File: src/rtl/mem_arbiter.sv
`default_nettype none
// ============================================================================
//  Module   : mem_arbiter
//  Purpose  : Round-robin arbiter sharing one read port of a memory between
//             two requesters (0 = CPU fetch/load, 1 = loader/debug). One
//             access at a time; waits MEM_LAT edges for read data, then
//             returns it with a one-cycle ack pulse on the owning port.
//  Revision : 1.0 - initial release
// ============================================================================
module mem_arbiter #(
    parameter int ADDR_W  = 8,
    parameter int DATA_W  = 8,
    parameter int MEM_LAT = 1      // edges from mem_addr update to valid mem_data, 1..15
) (
    input  logic              clk,
    input  logic              rst,
    // requester 0
    input  logic              req0,
    input  logic [ADDR_W-1:0] addr0,
    output logic              ack0,
    output logic [DATA_W-1:0] data0,
    // requester 1
    input  logic              req1,
    input  logic [ADDR_W-1:0] addr1,
    output logic              ack1,
    output logic [DATA_W-1:0] data1,
    // memory side
    output logic [ADDR_W-1:0] mem_addr,
    input  logic [DATA_W-1:0] mem_data,
    // status
    output logic              busy,
    output logic              grant
);

    typedef enum logic [0:0] {
        S_IDLE = 1'b0,
        S_WAIT = 1'b1
    } state_t;

    // Wait counter preload: the edge that loads the counter already counts as
    // the first latency edge, so only MEM_LAT-1 further edges are waited out.
    localparam logic [3:0] c_cnt_init = 4'(MEM_LAT - 1);

    state_t            state_q, state_d;
    logic [ADDR_W-1:0] addr_q,  addr_d;
    logic [DATA_W-1:0] data0_q, data0_d;
    logic [DATA_W-1:0] data1_q, data1_d;
    logic              ack0_q,  ack0_d;
    logic              ack1_q,  ack1_d;
    logic              busy_q,  busy_d;
    logic              grant_q, grant_d;
    logic              last_q,  last_d;
    logic [3:0]        cnt_q,   cnt_d;

    logic              w_elig0;
    logic              w_elig1;
    logic              w_sel;

    // A requester being acked this cycle is masked so its just-served request
    // is not granted a second time before it can drop req.
    assign w_elig0 = req0 & ~ack0_q;
    assign w_elig1 = req1 & ~ack1_q;

    // Tie goes to the requester that did not own the previous access.
    assign w_sel = (w_elig0 & w_elig1) ? ~last_q : w_elig1;

    // State and datapath registers; last resets to 1 so requester 0 wins the first tie.
    always_ff @(posedge clk) begin
        if (rst) begin
            state_q <= S_IDLE;
            addr_q  <= '0;
            data0_q <= '0;
            data1_q <= '0;
            ack0_q  <= 1'b0;
            ack1_q  <= 1'b0;
            busy_q  <= 1'b0;
            grant_q <= 1'b0;
            last_q  <= 1'b1;
            cnt_q   <= '0;
        end else begin
            state_q <= state_d;
            addr_q  <= addr_d;
            data0_q <= data0_d;
            data1_q <= data1_d;
            ack0_q  <= ack0_d;
            ack1_q  <= ack1_d;
            busy_q  <= busy_d;
            grant_q <= grant_d;
            last_q  <= last_d;
            cnt_q   <= cnt_d;
        end
    end

    // Next-state logic: grant in IDLE, count down latency in WAIT, then capture and ack.
    always_comb begin
        state_d = state_q;
        addr_d  = addr_q;
        data0_d = data0_q;
        data1_d = data1_q;
        ack0_d  = 1'b0;            // acks are single-cycle pulses
        ack1_d  = 1'b0;
        busy_d  = busy_q;
        grant_d = grant_q;
        last_d  = last_q;
        cnt_d   = cnt_q;

        case (state_q)
            S_IDLE: begin
                if (w_elig0 | w_elig1) begin
                    // Address is sampled only here; later changes are ignored.
                    addr_d  = w_sel ? addr1 : addr0;
                    grant_d = w_sel;
                    last_d  = w_sel;
                    cnt_d   = c_cnt_init;
                    busy_d  = 1'b1;
                    state_d = S_WAIT;
                end else begin
                    busy_d  = 1'b0;
                end
            end
            S_WAIT: begin
                if (cnt_q != 4'd0) begin
                    cnt_d = cnt_q - 4'd1;
                end else begin
                    // Access completes even if the owner dropped its request.
                    if (grant_q) begin
                        data1_d = mem_data;
                        ack1_d  = 1'b1;
                    end else begin
                        data0_d = mem_data;
                        ack0_d  = 1'b1;
                    end
                    busy_d  = 1'b0;
                    state_d = S_IDLE;
                end
            end
            default: begin
                state_d = S_IDLE;
                busy_d  = 1'b0;
            end
        endcase
    end

    assign mem_addr = addr_q;
    assign data0    = data0_q;
    assign data1    = data1_q;
    assign ack0     = ack0_q;
    assign ack1     = ack1_q;
    assign busy     = busy_q;
    assign grant    = grant_q;

endmodule
`default_nettype wire

File: config.mk
export PLATFORM = sky130hd
export DESIGN_NAME = mem_arbiter
export DESIGN_NICKNAME = d
export VERILOG_FILES = /design/src/rtl/mem_arbiter.sv
export SDC_FILE = /design/constraint.sdc
export NUM_CORES = 1
export LEC_CHECK = 0
export ABC_AREA = 1
export CORE_MARGIN = 2
export CORE_UTILIZATION = 43
export DETAILED_ROUTE_END_ITERATION = 7
export PLACE_DENSITY = 0.81
export SETUP_SLACK_MARGIN = 0.2
export SKIP_CTS_REPAIR_TIMING = 1
export SYNTH_ARGS = -nofsm -noshare
export SYNTH_HDL_FRONTEND = slang
export SYNTH_SLANG_ARGS = --single-unit
File: constraint.sdc
create_clock -name clk -period 1.6 [get_ports clk]
set_input_delay 0.24 -clock clk [delete_from_list [all_inputs] [get_ports clk]]
set_output_delay 0.24 -clock clk [all_outputs]
set_load 0.01 [all_outputs]
* Word-level counts from Yosys, hierarchy flattened
Cells that the tools add are included.
** Operators by class
- Add/subtract/negate cells :: 1
- Equality and inequality tests :: 3
- Muxes and demuxes :: 12
- Bitwise logic cells :: 10
- Reduce and logical (&&, ||, !) cells :: 6
** Operator list (count)
- $mux W4 :: 2
- $mux W8 :: 1
- $pmux W4 S2 :: 1
- $mux W1 :: 6
- $not A1 Y1 :: 6
- $reduce_and A3 Y1 :: 2
- $ne A2 B2 Y1 const B :: 2
- $pmux W1 S2 :: 2
- $reduce_and A2 Y1 :: 2
- $reduce_bool A4 Y1 :: 1
- $sub A4 B1 Y4 const B :: 1
- $and A1 B1 Y1 :: 3
- $reduce_or A3 Y1 :: 1
- $ne A2 B1 Y1 const B :: 1
- $or A1 B1 Y1 :: 1
** Storage, ports and cells
- Register bits after elaboration :: 34
- Input port bits :: 28
- Word-level logic and storage cells :: 42

* Logic depth before layout (Yosys ltp)
Gate-level depths: netlist of the first run.
- Depth in word-level cells :: 5
- Gate-level depth with buffers :: 8
- Mapped depth without buffers :: 8

* Worst setup path before layout of the first run
OpenSTA, ideal clock, no wires.
- Kind :: reg-to-reg
- Start point :: reg cnt_q[0]
- End point :: reg data1_q[0] (netlist: data1[0])
- Setup time :: 0.132 ns
- Data arrival time :: 1.116 ns
- Data required time :: 1.468 ns
- Slack :: 0.352 ns
- Stages on the path, launching flop included :: 8
- Path buffers :: 0
- Path through :: dfxtp_1 > inv_1 > ha_1 > nand2_2 > nor2_8 > nand3_2 > nand2_1 > a21oi_1
** On the way
- Longest elaborated chain between the ends :: 3
** RTL lines
- from (decl) :: RTL line 53 : logic [3:0] cnt_q, cnt_d;
- from (signal assigned) :: RTL line 90 : cnt_q <= cnt_d;
- $reduce_bool A4 Y1 :: RTL line 122 : if (cnt_q != 4'd0) begin
- $not A1 Y1 (no line)
- $reduce_and A3 Y1 (no line)
- to (signal assigned) :: RTL line 84 : data1_q <= data1_d;
- to (decl) :: RTL line 47 : logic [DATA_W-1:0] data1_q, data1_d;
No other way between the ends.
A chain may end at the register's enable or synchronous reset.

* Worst setup path after layout of the first run
- Start point :: reg cnt_q[1]
- End point :: reg data0_q[4] (netlist: data0[4])
** On the way
- Longest elaborated chain between the ends :: 3
** RTL lines
- $reduce_bool A4 Y1 :: RTL line 122
- $not A1 Y1 (no line)
- $reduce_and A3 Y1 (no line)
- to (signal assigned) :: RTL line 83 : data0_q <= data0_d;
- to (decl) :: RTL line 46 : logic [DATA_W-1:0] data0_q, data0_d;
No other way between the ends.

==> results of run 1 <==
==> through the flow <==
stage,util (%),hold slack [ns],total power [mW],setup slack (ns)
2_1_floorplan,-,0.408,1.19,0.352
3_3_place_gp,63.2,0.451,1.43,0.156
3_5_place_dp,63.2,0.457,1.44,0.126
4_1_cts,66.4,0.474,2.23,0.0318
6_report,70.2,0.465,2.20,0.252
5_1_grt,70.2,0.487,2.33,0.193
==> synthesized netlist by cell type <==
library cell	instances
buf_6	1
nor2_1	5
clkbuf_1	5
buf_2	2
buf_4	1
inv_2	3
nor2_8	1
nand2_2	3
clkinv_1	1
nand4_1	16
nand3b_1	1
nand3_2	3
a21oi_1	31
nand2_1	46
o21ai_1	1
ha_1	1
dfxtp_1	34
nand3_1	21
inv_1	24
xor2_1	1
==> routing by layer <==
| metal | up-vias | track usage, % |
|---|---|---|
| met5 | - | 0 |
| met4 | 0 | 6.67 |
| met3 | 7 | 5.05 |
| met2 | 66 | 34.3 |
| met1 | 688 | 23.4 |
| li1 | 795 | - |
==> worst paths after layout <==
check,end,startpoint,slack [ns],cells past startpoint
worst min register to register,busy$_SDFFE_PP0P_,busy$_SDFFE_PP0P_,0.47,2
worst max register to register,data0[4]$_SDFFE_PP0P_,cnt_q[1]$_SDFFE_PP0P_,0.25,7
worst min-delay path,busy$_SDFFE_PP0P_,busy$_SDFFE_PP0P_,0.47,2
worst max-delay path,data0[4]$_SDFFE_PP0P_,cnt_q[1]$_SDFFE_PP0P_,0.25,7
==> final cells by class <==
type                            count  area share (%)
Clock buffer                        5            1.60
Clock inverter                      3            2.94
Inverter                           28            4.49
Multi-Input combinational cell    131            29.3
Sequential cell                    34            29.2
Tap cell                           46            2.46
Timing Repair Buffer               66            30.0
==> worst max-delay path, delay by kind of cell (launching register included) <==
family / cells / cell delay (ns)
compound gates: 1 / 0.06
fa+ha+maj: 1 / 0.16
buf+inv: 1 / 0.10
flops: 1 / 0.34
simple gates: 4 / 0.59
==> power by group <==
part | total (mW) | switching [mW] | internal [mW]
Clock | 0.792 | 0.303 | 0.489
Sequential | 0.948 | 0.0366 | 0.912
Combinational | 0.460 | 0.230 | 0.230
==> logic make-up (layout without fill, tap and decap cells) <==
| family | after synthesis | in the layout | synth area share, % |
|---|---|---|---|
| AOI/OAI and AO/OA | 32 | 32 | 10.8 |
| xor gates and xnor gates | 1 | 1 | 0.589 |
| adders and majority gates | 1 | 1 | 0.841 |
| buffers and inverters | 37 | 102 | 10.3 |
| DFF | 34 | 34 | 45.8 |
| and+or+nand+nor | 96 | 97 | 31.8 |
==> registers in the layout, indices dropped and copies added (netlist names) <==
| register | flops |
|---|---|
| data1 | 8 |
| ack1 | 1 |
| grant | 1 |
| mem_addr | 8 |
| state_q | 1 |
| last_q | 1 |
| ack0 | 1 |
| data0 | 8 |
| busy | 1 |
| cnt_q | 4 |
==> results.rst, run 1 <==
.. list-table::
   :header-rows: 1

   * - Metric
     - Value
   * - Status
     - finished, final reports clean
   * - CTS Root Buffer Type
     - clkbuf_4
   * - Cell area reported after detailed placement
     - 2110 sq um
   * - Total gr overflow
     - 0
   * - Inserted Clock Buffers
     - 5
   * - Met1 layer wirelength in the final routing
     - 1670 microns
   * - Max Used Layer
     - met4
   * - Global-route wire length before repair
     - ~6300 microns
   * - Worst Path Arrival
     - about 1.6 ns
   * - Multi-input gate area in the final layout
     - 686 sq um
   * - Category of the critical setup timing path
     - flip-flop to flip-flop
   * - Global placement routability congestion
     - approximately 0.83
   * - Remaining routing DRC violations
     - 0
   * - DP Wirelength
     - approximately 2700 microns
   * - Top cell type's share of synthesized area
     - 45.8%
   * - DR WL met2
     - approximately 1900 microns
   * - Cell Pwr Density
     - approximately 940 nW/um^2
   * - Commonest cells after routing, fill and taps aside
     - 46 x nand2_1, 32 x dfxtp_1, 31 x a21oi_1
   * - Die area
     - ~3900 sq um
   * - Area of the core region
     - roughly 3300 sq um
   * - Fillers
     - around 280
   * - Largest net degree at the start of global routing
     - 23
   * - Via count
     - 1556
   * - Kind of path behind the tightest hold check
     - flip-flop to flip-flop
   * - Number of sinks handled by clock tree synthesis
     - 34
   * - CP max stage cell
     - dfxtp_1
   * - Kind of start point of the critical path
     - flip-flop
   * - Worst setup skew after layout
     - around 0.0075 ns
   * - Number of iterations in the first detailed-routing pass
     - 4
   * - Area of all placed cells without fillers
     - 2340 sq um
   * - Count of placed standard cells in the final layout, fillers left out
     - 313
   * - Synthesized net count
     - 230
   * - Syn-to-layout area delta
     - 57.4%
   * - Placed instance count
     - ~300
   * - Vias in the first global route
     - ~1400
   * - Final setup viols
     - 0
   * - Most common cell after layout, fill and taps aside
     - nand2_1
   * - Final critical-path required period
     - roughly 1.3 ns
   * - Total GRT Usage
     - between 10% and 20%
   * - Max-cap viol count
     - 0
   * - Cell taking the most area after synthesis
     - dfxtp_1
   * - Setup TNS
     - 0 ns
   * - Row count
     - 21
   * - Cell variety after synth
     - 20
   * - TritonCTS clock tree
     - yes
   * - Yosys reg bits
     - 34
   * - Register area share after synthesis
     - between 40% and 50%
   * - Max-slew violation count
     - 0
   * - Maximum count of clock buffers along a single path
     - 2
   * - Layout cell share with drive strength beyond 1
     - between 10% and 20%
   * - Final Hold Fails
     - 0
   * - Ports
     - between 50 and 60
   * - Clock network latency to the later pin of the worst-skew pair
     - 0.33 ns
   * - Number of synthesis warnings
     - 0
   * - DRT Wirelength
     - between 3000 and 4000 microns
   * - Post-detailed-route wirelength per cell
     - around 12 microns
   * - Number of DRC markers in iteration 0
     - just over 90
   * - Reported leakage power
     - between 1 and 1.5 nW
   * - Largest fanout on the critical path
     - 9
   * - CTS HTree Levels
     - 2
   * - Maximum single-stage delay on the critical path
     - between 0.3 and 0.4 ns
   * - Clk pin slew, worst setup/hold paths
     - 0.11 ns
   * - Net count of the finished layout
     - slightly below 300
   * - RSZ-0062 raised after global routing
     - false
   * - Syn Std Cell Area
     - roughly 1500 sq um
   * - Detail-routed via count per cell
     - about 5.0
   * - Storage cell area
     - a little under 700 sq um
   * - Worst-margin pin slew
     - approximately 0.42 ns
   * - ANT cells
     - 0
   * - Initial cell density of the core
     - between 40% and 50%
   * - Number of routed nets with antenna violations
     - 0
   * - Worst-case vdd ir drop
     - about 550 uV
   * - Vert. Die Dim
     - 62.8 microns
   * - Avg Cell Area, Syn
     - around 7.4 sq um
   * - Number of antenna violations at the first check in global routing
     - 0
   * - Achievable frequency
     - between 0.7 and 0.8 GHz
   * - Max-slew headroom at the worst pin
     - 72.0%
   * - Gate count after technology mapping
     - ~200
   * - Required time at the endpoint of the critical path
     - between 1.5 and 2 ns
   * - Sequence of cells on the critical path
     - inv_1 > ha_4 > nand2_2 > nor2_8 > nand3_2 > nand2_1 > a21oi_1
   * - Routed wire length on met3
     - ~310 microns
   * - Capturing element type of the critical path
     - flip-flop
   * - Ratio of final minimum period to clock period
     - 84.2%
   * - Leading post-synthesis cells by cell area
     - dfxtp_1 46%, nand2_1 12%, a21oi_1 10%
   * - Horizontal die dimension
     - 62.8 microns
   * - Total of buffers placed on input and output ports
     - between 50 and 60
Power figures use the tool's default switching activity.
==> run 2: changes to the inputs <==
Settings changed: CORE_UTILIZATION 43 to 39, PLACE_DENSITY 0.81 to 0.78.
Clock period 1.6 ns to 1.2 ns, I/O delays scaled along.
==> results.rst, run 2 (synthesized netlist as in run 1, its figures left out) <==
.. list-table::
   :header-rows: 1

   * - Metric
     - Value
   * - Final critical-path required period
     - about 1.3 ns
   * - Detail-routed via count per cell
     - a little over 5
   * - Number of sinks handled by clock tree synthesis
     - 34
   * - Min setup slack post-route
     - -0.0871 ns
   * - Beginning of the worst register-to-register path
     - cnt_q[0]$_SDFFE_PP0P_
   * - Reg2reg end
     - data1[4]$_SDFFE_PP0P_
   * - Number of iterations in the first detailed-routing pass
     - 4
   * - Capturing element type of the critical path
     - flip-flop
   * - Worst-case vdd ir drop
     - around 860 uV
   * - Initial cell density of the core
     - approximately two fifths
   * - Total GRT Usage
     - 19.0%
   * - CTS HTree Levels
     - 2
   * - Worst hold endpoint
     - data0[5]$_SDFFE_PP0P_
   * - RSZ-0062 raised after global routing
     - true
   * - Max-slew headroom at the worst pin
     - a little over four fifths
   * - Category of the critical setup timing path
     - flip-flop to flip-flop
   * - Global-route wire length before repair
     - between 6000 and 7000 microns
   * - DP Wirelength
     - between 2000 and 3000 microns
   * - Worst hold path startpoint
     - data0[5]$_SDFFE_PP0P_
   * - CTS Root Buffer Type
     - clkbuf_8
   * - Global placement routability congestion
     - about 0.85
   * - Number of DRC markers in iteration 0
     - 105
   * - Number of routed nets with antenna violations
     - 0
   * - Clk pin slew, worst setup/hold paths
     - 0.07 ns
   * - Syn-to-layout area delta
     - 74.5%
   * - Pre-CTS setup slack
     - -0.203 ns
   * - Minimum hold slack
     - 0.460 ns
   * - ANT cells
     - 0
   * - Status
     - finished with violations
   * - Largest net degree at the start of global routing
     - 20
   * - Final Hold Fails
     - 0
   * - Overall power after layout
     - slightly above 3 mW
   * - Clock network latency to the later pin of the worst-skew pair
     - approximately 0.29 ns
   * - Die area
     - ~4300 sq um
   * - Kind of start point of the critical path
     - flip-flop
   * - Horizontal die dimension
     - 65.8 microns
   * - Worst setup skew after layout
     - roughly 0.0044 ns
   * - Worst-margin pin slew
     - roughly 0.23 ns
   * - Required time at the endpoint of the critical path
     - approximately 1.4 ns
   * - DRT Wirelength
     - around 4600 microns
   * - Total gr overflow
     - 0
   * - Reg-to-reg setup timing slack
     - -0.09 ns
   * - Max-slew violation count
     - 0
   * - Worst Path Arrival
     - 1.50 ns
   * - Post-detailed-route wirelength per cell
     - around 14 microns
   * - Row count
     - 22
   * - Number of antenna violations at the first check in global routing
     - 0
   * - Largest fanout on the critical path
     - 7
   * - Reported leakage power
     - ~1.3 nW
   * - Cell Pwr Density
     - 1170 nW/um^2
   * - Achievable frequency
     - 0.777 GHz
   * - Inserted Clock Buffers
     - 5
   * - Maximum count of clock buffers along a single path
     - 2
   * - Commonest cells after routing, fill and taps aside
     - 36 x nand2_1, 26 x clkdlybuf4s50_1, 24 x dfxtp_1
   * - Kind of path behind the tightest hold check
     - flip-flop to flip-flop
   * - Final setup viols
     - 16
   * - Vias in the first global route
     - about 1400
   * - Cells on worst reg2reg path
     - 7
   * - Ratio of final minimum period to clock period
     - 107%
   * - Ports
     - 56
   * - Max-cap viol count
     - 0
   * - Remaining routing DRC violations
     - 0
   * - TritonCTS clock tree
     - yes
   * - Violations in the final reports
     - negative setup slack
   * - Vert. Die Dim
     - 65.8 microns
   * - Total of buffers placed on input and output ports
     - 55
   * - Net count of the finished layout
     - 306
   * - Cell count of the worst hold path
     - 2
   * - Layout cell share with drive strength beyond 1
     - between 30% and 40%
   * - Most common cell after layout, fill and taps aside
     - nand2_1
   * - Area of the core region
     - between 3000 and 4000 sq um
   * - Via count
     - around 1700
   * - Fillers
     - ~270
-- run 2: worst max path at each step --
stage,from,end,slack [ns]
6_report,cnt_q[0]$_SDFFE_PP0P_,data1[4]$_SDFFE_PP0P_,-0.09
4_1_cts,grant$_SDFFE_PP0P_,grant,-0.23
3_3_place_gp,req0,mem_addr[5]$_SDFFE_PP0P_,-0.18
2_1_floorplan,cnt_q[0]$_SDFFE_PP0P_,data1[7]$_SDFFE_PP0P_,0.04
3_5_place_dp,req0,mem_addr[7]$_SDFFE_PP0P_,-0.20
5_1_grt,cnt_q[0]$_SDFFE_PP0P_,data1[4]$_SDFFE_PP0P_,-0.15
-- run 2: cell type report --
| class | count | area [sq um] | area share, % |
|---|---|---|---|
| tap | 48 | 60.1 | 2.31 |
| clock buffer | 8 | 110 | 4.24 |
| timing repair buffer | 76 | 779 | 30.0 |
| sequential | 34 | 693 | 26.7 |
| inverter | 28 | 113 | 4.34 |
| multi-input combinational | 132 | 841 | 32.4 |
-- run 2: stage by stage --
stage	instances	util (%)	area [sq um]	setup TNS [ns]
after global placement	312	62.5	2290	-1.86
final	326	70.9	2600	-0.766
after detailed placement	312	62.5	2290	-2.55
after global routing	326	70.9	2600	-1.94
after floorplan	201	-	1540	0
after CTS	320	65.5	2400	-5.02
-- run 2: power by group --
group	total [mW]	internal (mW)	switching, mW
clock	0.989	0.579	0.410
sequential	1.27	1.22	0.0547
combinational	0.775	0.384	0.391
total	3.04	2.18	0.856
-- run 2: worst max-delay path: stages (launching register included) --
cell,delay (ns)
dfxtp_2,0.33
inv_2,0.07
ha_4,0.15
nand2_4,0.07
nor2_8,0.20
clkbuf_16,0.18
nand4_1,0.08
a21oi_1,0.14
-- run 2: per-layer routing --
| layer | share of wire (%) | global-route usage [%] | wire length (microns) | vias up |
|---|---|---|---|---|
| li1 | - | - | - | 826 |
| met1 | 41 | 22.3 | 1880 | 800 |
| met2 | 51 | 31.1 | 2380 | 54 |
| met3 | 6.2 | 6.34 | 288 | 10 |
| met4 | 2.1 | 8.59 | 97 | 0 |
| met5 | 0 | 0 | 0 | - |
==> run 3: changes to the inputs <==
Settings changed: RECOVER_POWER set to 25.
==> results.rst, run 3 (synthesized netlist as in run 1, its figures left out) <==
.. list-table::
   :header-rows: 1

   * - Metric
     - Value
   * - Status
     - finished with violations
   * - Violations in the final reports
     - negative setup slack
   * - Min setup slack post-route
     - -0.0893 ns
   * - Vias in the first global route
     - about 1400
   * - Ports
     - between 50 and 60
   * - RSZ-0062 raised after global routing
     - true
   * - Total GRT Usage
     - a little under a fifth
   * - Final Hold Fails
     - 0
   * - DP Wirelength
     - roughly 2900 microns
   * - Commonest cells after routing, fill and taps aside
     - 36 x nand2_1, 26 x clkdlybuf4s50_1, 24 x dfxtp_1
   * - Detail-routed via count per cell
     - around 5.2
   * - Kind of path behind the tightest hold check
     - flip-flop to flip-flop
   * - Category of the critical setup timing path
     - flip-flop to flip-flop
   * - Capturing element type of the critical path
     - flip-flop
   * - Largest fanout on the critical path
     - 7
   * - CP max stage cell
     - dfxtp_2
   * - Worst-margin pin slew
     - ~0.24 ns
   * - Area of all placed cells without fillers
     - approximately 2600 sq um
   * - Final setup viols
     - 16
   * - Initial cell density of the core
     - around two fifths
   * - Cell area reported after detailed placement
     - 2290 sq um
   * - Clk pin slew, worst setup/hold paths
     - 0.07 ns
   * - Total gr overflow
     - 0
   * - Final critical-path required period
     - approximately 1.3 ns
   * - Remaining routing DRC violations
     - 0
   * - Largest net degree at the start of global routing
     - 20
   * - Die area
     - 4320 sq um
   * - Row count
     - 22
   * - DRT Wirelength
     - roughly 4700 microns
   * - Global-route wire length before repair
     - 6070 microns
   * - Number of iterations in the first detailed-routing pass
     - 5
   * - Worst-case vdd ir drop
     - 860 uV
   * - Horizontal die dimension
     - 65.8 microns
   * - Sequence of cells on the critical path
     - inv_2 > ha_4 > nand2_4 > nor2_8 > clkbuf_16 > nand4_1 > a21oi_1
   * - Inserted Clock Buffers
     - 5
   * - Cell Pwr Density
     - 1170 nW/um^2
   * - Fillers
     - about 280
   * - CTS Root Buffer Type
     - clkbuf_8
   * - Most common cell after layout, fill and taps aside
     - nand2_1
   * - Achievable frequency
     - a little under 0.8 GHz
   * - TritonCTS clock tree
     - yes
   * - Max-cap viol count
     - 0
   * - Maximum single-stage delay on the critical path
     - ~0.33 ns
   * - Number of antenna violations at the first check in global routing
     - 0
   * - Number of sinks handled by clock tree synthesis
     - 34
   * - Max-slew violation count
     - 0
   * - CTS HTree Levels
     - 2
   * - Post-layout util
     - between 70 and 80%
   * - Overall power after layout
     - 3.04 mW
   * - Ratio of final minimum period to clock period
     - 107%
   * - Layout cell share with drive strength beyond 1
     - approximately 33%
   * - Global placement routability congestion
     - about 0.85
   * - Syn-to-layout area delta
     - 74.0%
   * - Via count
     - ~1700
   * - ANT cells
     - 0
   * - Max-slew headroom at the worst pin
     - roughly 84%
   * - Number of DRC markers in iteration 0
     - around 110
   * - Kind of start point of the critical path
     - flip-flop
   * - Setup TNS
     - -0.841 ns
   * - Area of the core region
     - 3660 sq um
   * - Pre-CTS setup slack
     - -0.203 ns
   * - Clock network latency to the later pin of the worst-skew pair
     - approximately 0.29 ns
   * - Maximum count of clock buffers along a single path
     - 2
   * - Number of routed nets with antenna violations
     - 0
   * - Vert. Die Dim
     - around 66 microns
   * - Required time at the endpoint of the critical path
     - roughly 1.4 ns
   * - Worst Path Arrival
     - 1.51 ns
   * - Net count of the finished layout
     - between 300 and 400
   * - Worst setup skew after layout
     - ~0.0046 ns
   * - Post-detailed-route wirelength per cell
     - between 10 and 15 microns
   * - Reported leakage power
     - ~1.3 nW
   * - Total of buffers placed on input and output ports
     - 55
==> run 3: metal layers <==
metal  vias to the layer above  wire length, microns  GRT usage [%]
met2                        50                  2390           31.1
met1                       796                  1940           22.3
met5                         -                     0              0
li1                        826                     -              -
met4                         0                   104           8.59
met3                        12                   249           6.34
==> run 3: final timing paths <==
check,endpoint,from,slack (ns),cells after the start
setup / recovery,data1[4]$_SDFFE_PP0P_,cnt_q[0]$_SDFFE_PP0P_,-0.09,7
hold / removal,data0[5]$_SDFFE_PP0P_,data0[5]$_SDFFE_PP0P_,0.46,2
setup reg to reg,data1[4]$_SDFFE_PP0P_,cnt_q[0]$_SDFFE_PP0P_,-0.09,7
hold reg to reg,data0[5]$_SDFFE_PP0P_,data0[5]$_SDFFE_PP0P_,0.46,2
==> run 3: area by class of cell <==
class / instances / area [sq um] / share of cell area, %
multi-input combinational: 132 / 841 / 32.5
timing repair buffer: 76 / 772 / 29.8
sequential: 34 / 693 / 26.8
inverter: 28 / 113 / 4.35
clock buffer: 8 / 110 / 4.25
tap: 48 / 60.1 / 2.32
==> run 3: stage by stage <==
stage	hold slack (ns)	instances
2_1_floorplan	0.343	201
3_5_place_dp	0.452	312
4_1_cts	0.463	320
6_report	0.460	326
3_3_place_gp	0.448	312
5_1_grt	0.481	326
==> run 3: critical path, delay by kind of cell, from the launching register on <==
family / cells / cell delay [ns]
simple gates: 3 / 0.35
flops: 1 / 0.33
buf+inv: 2 / 0.25
fa+ha+maj: 1 / 0.15
compound gates: 1 / 0.14
==> run 3: power by group <==
part	switching, mW	internal, mW
clock	0.411	0.579
combinational	0.393	0.383
sequential	0.0547	1.22
total	0.859	2.18
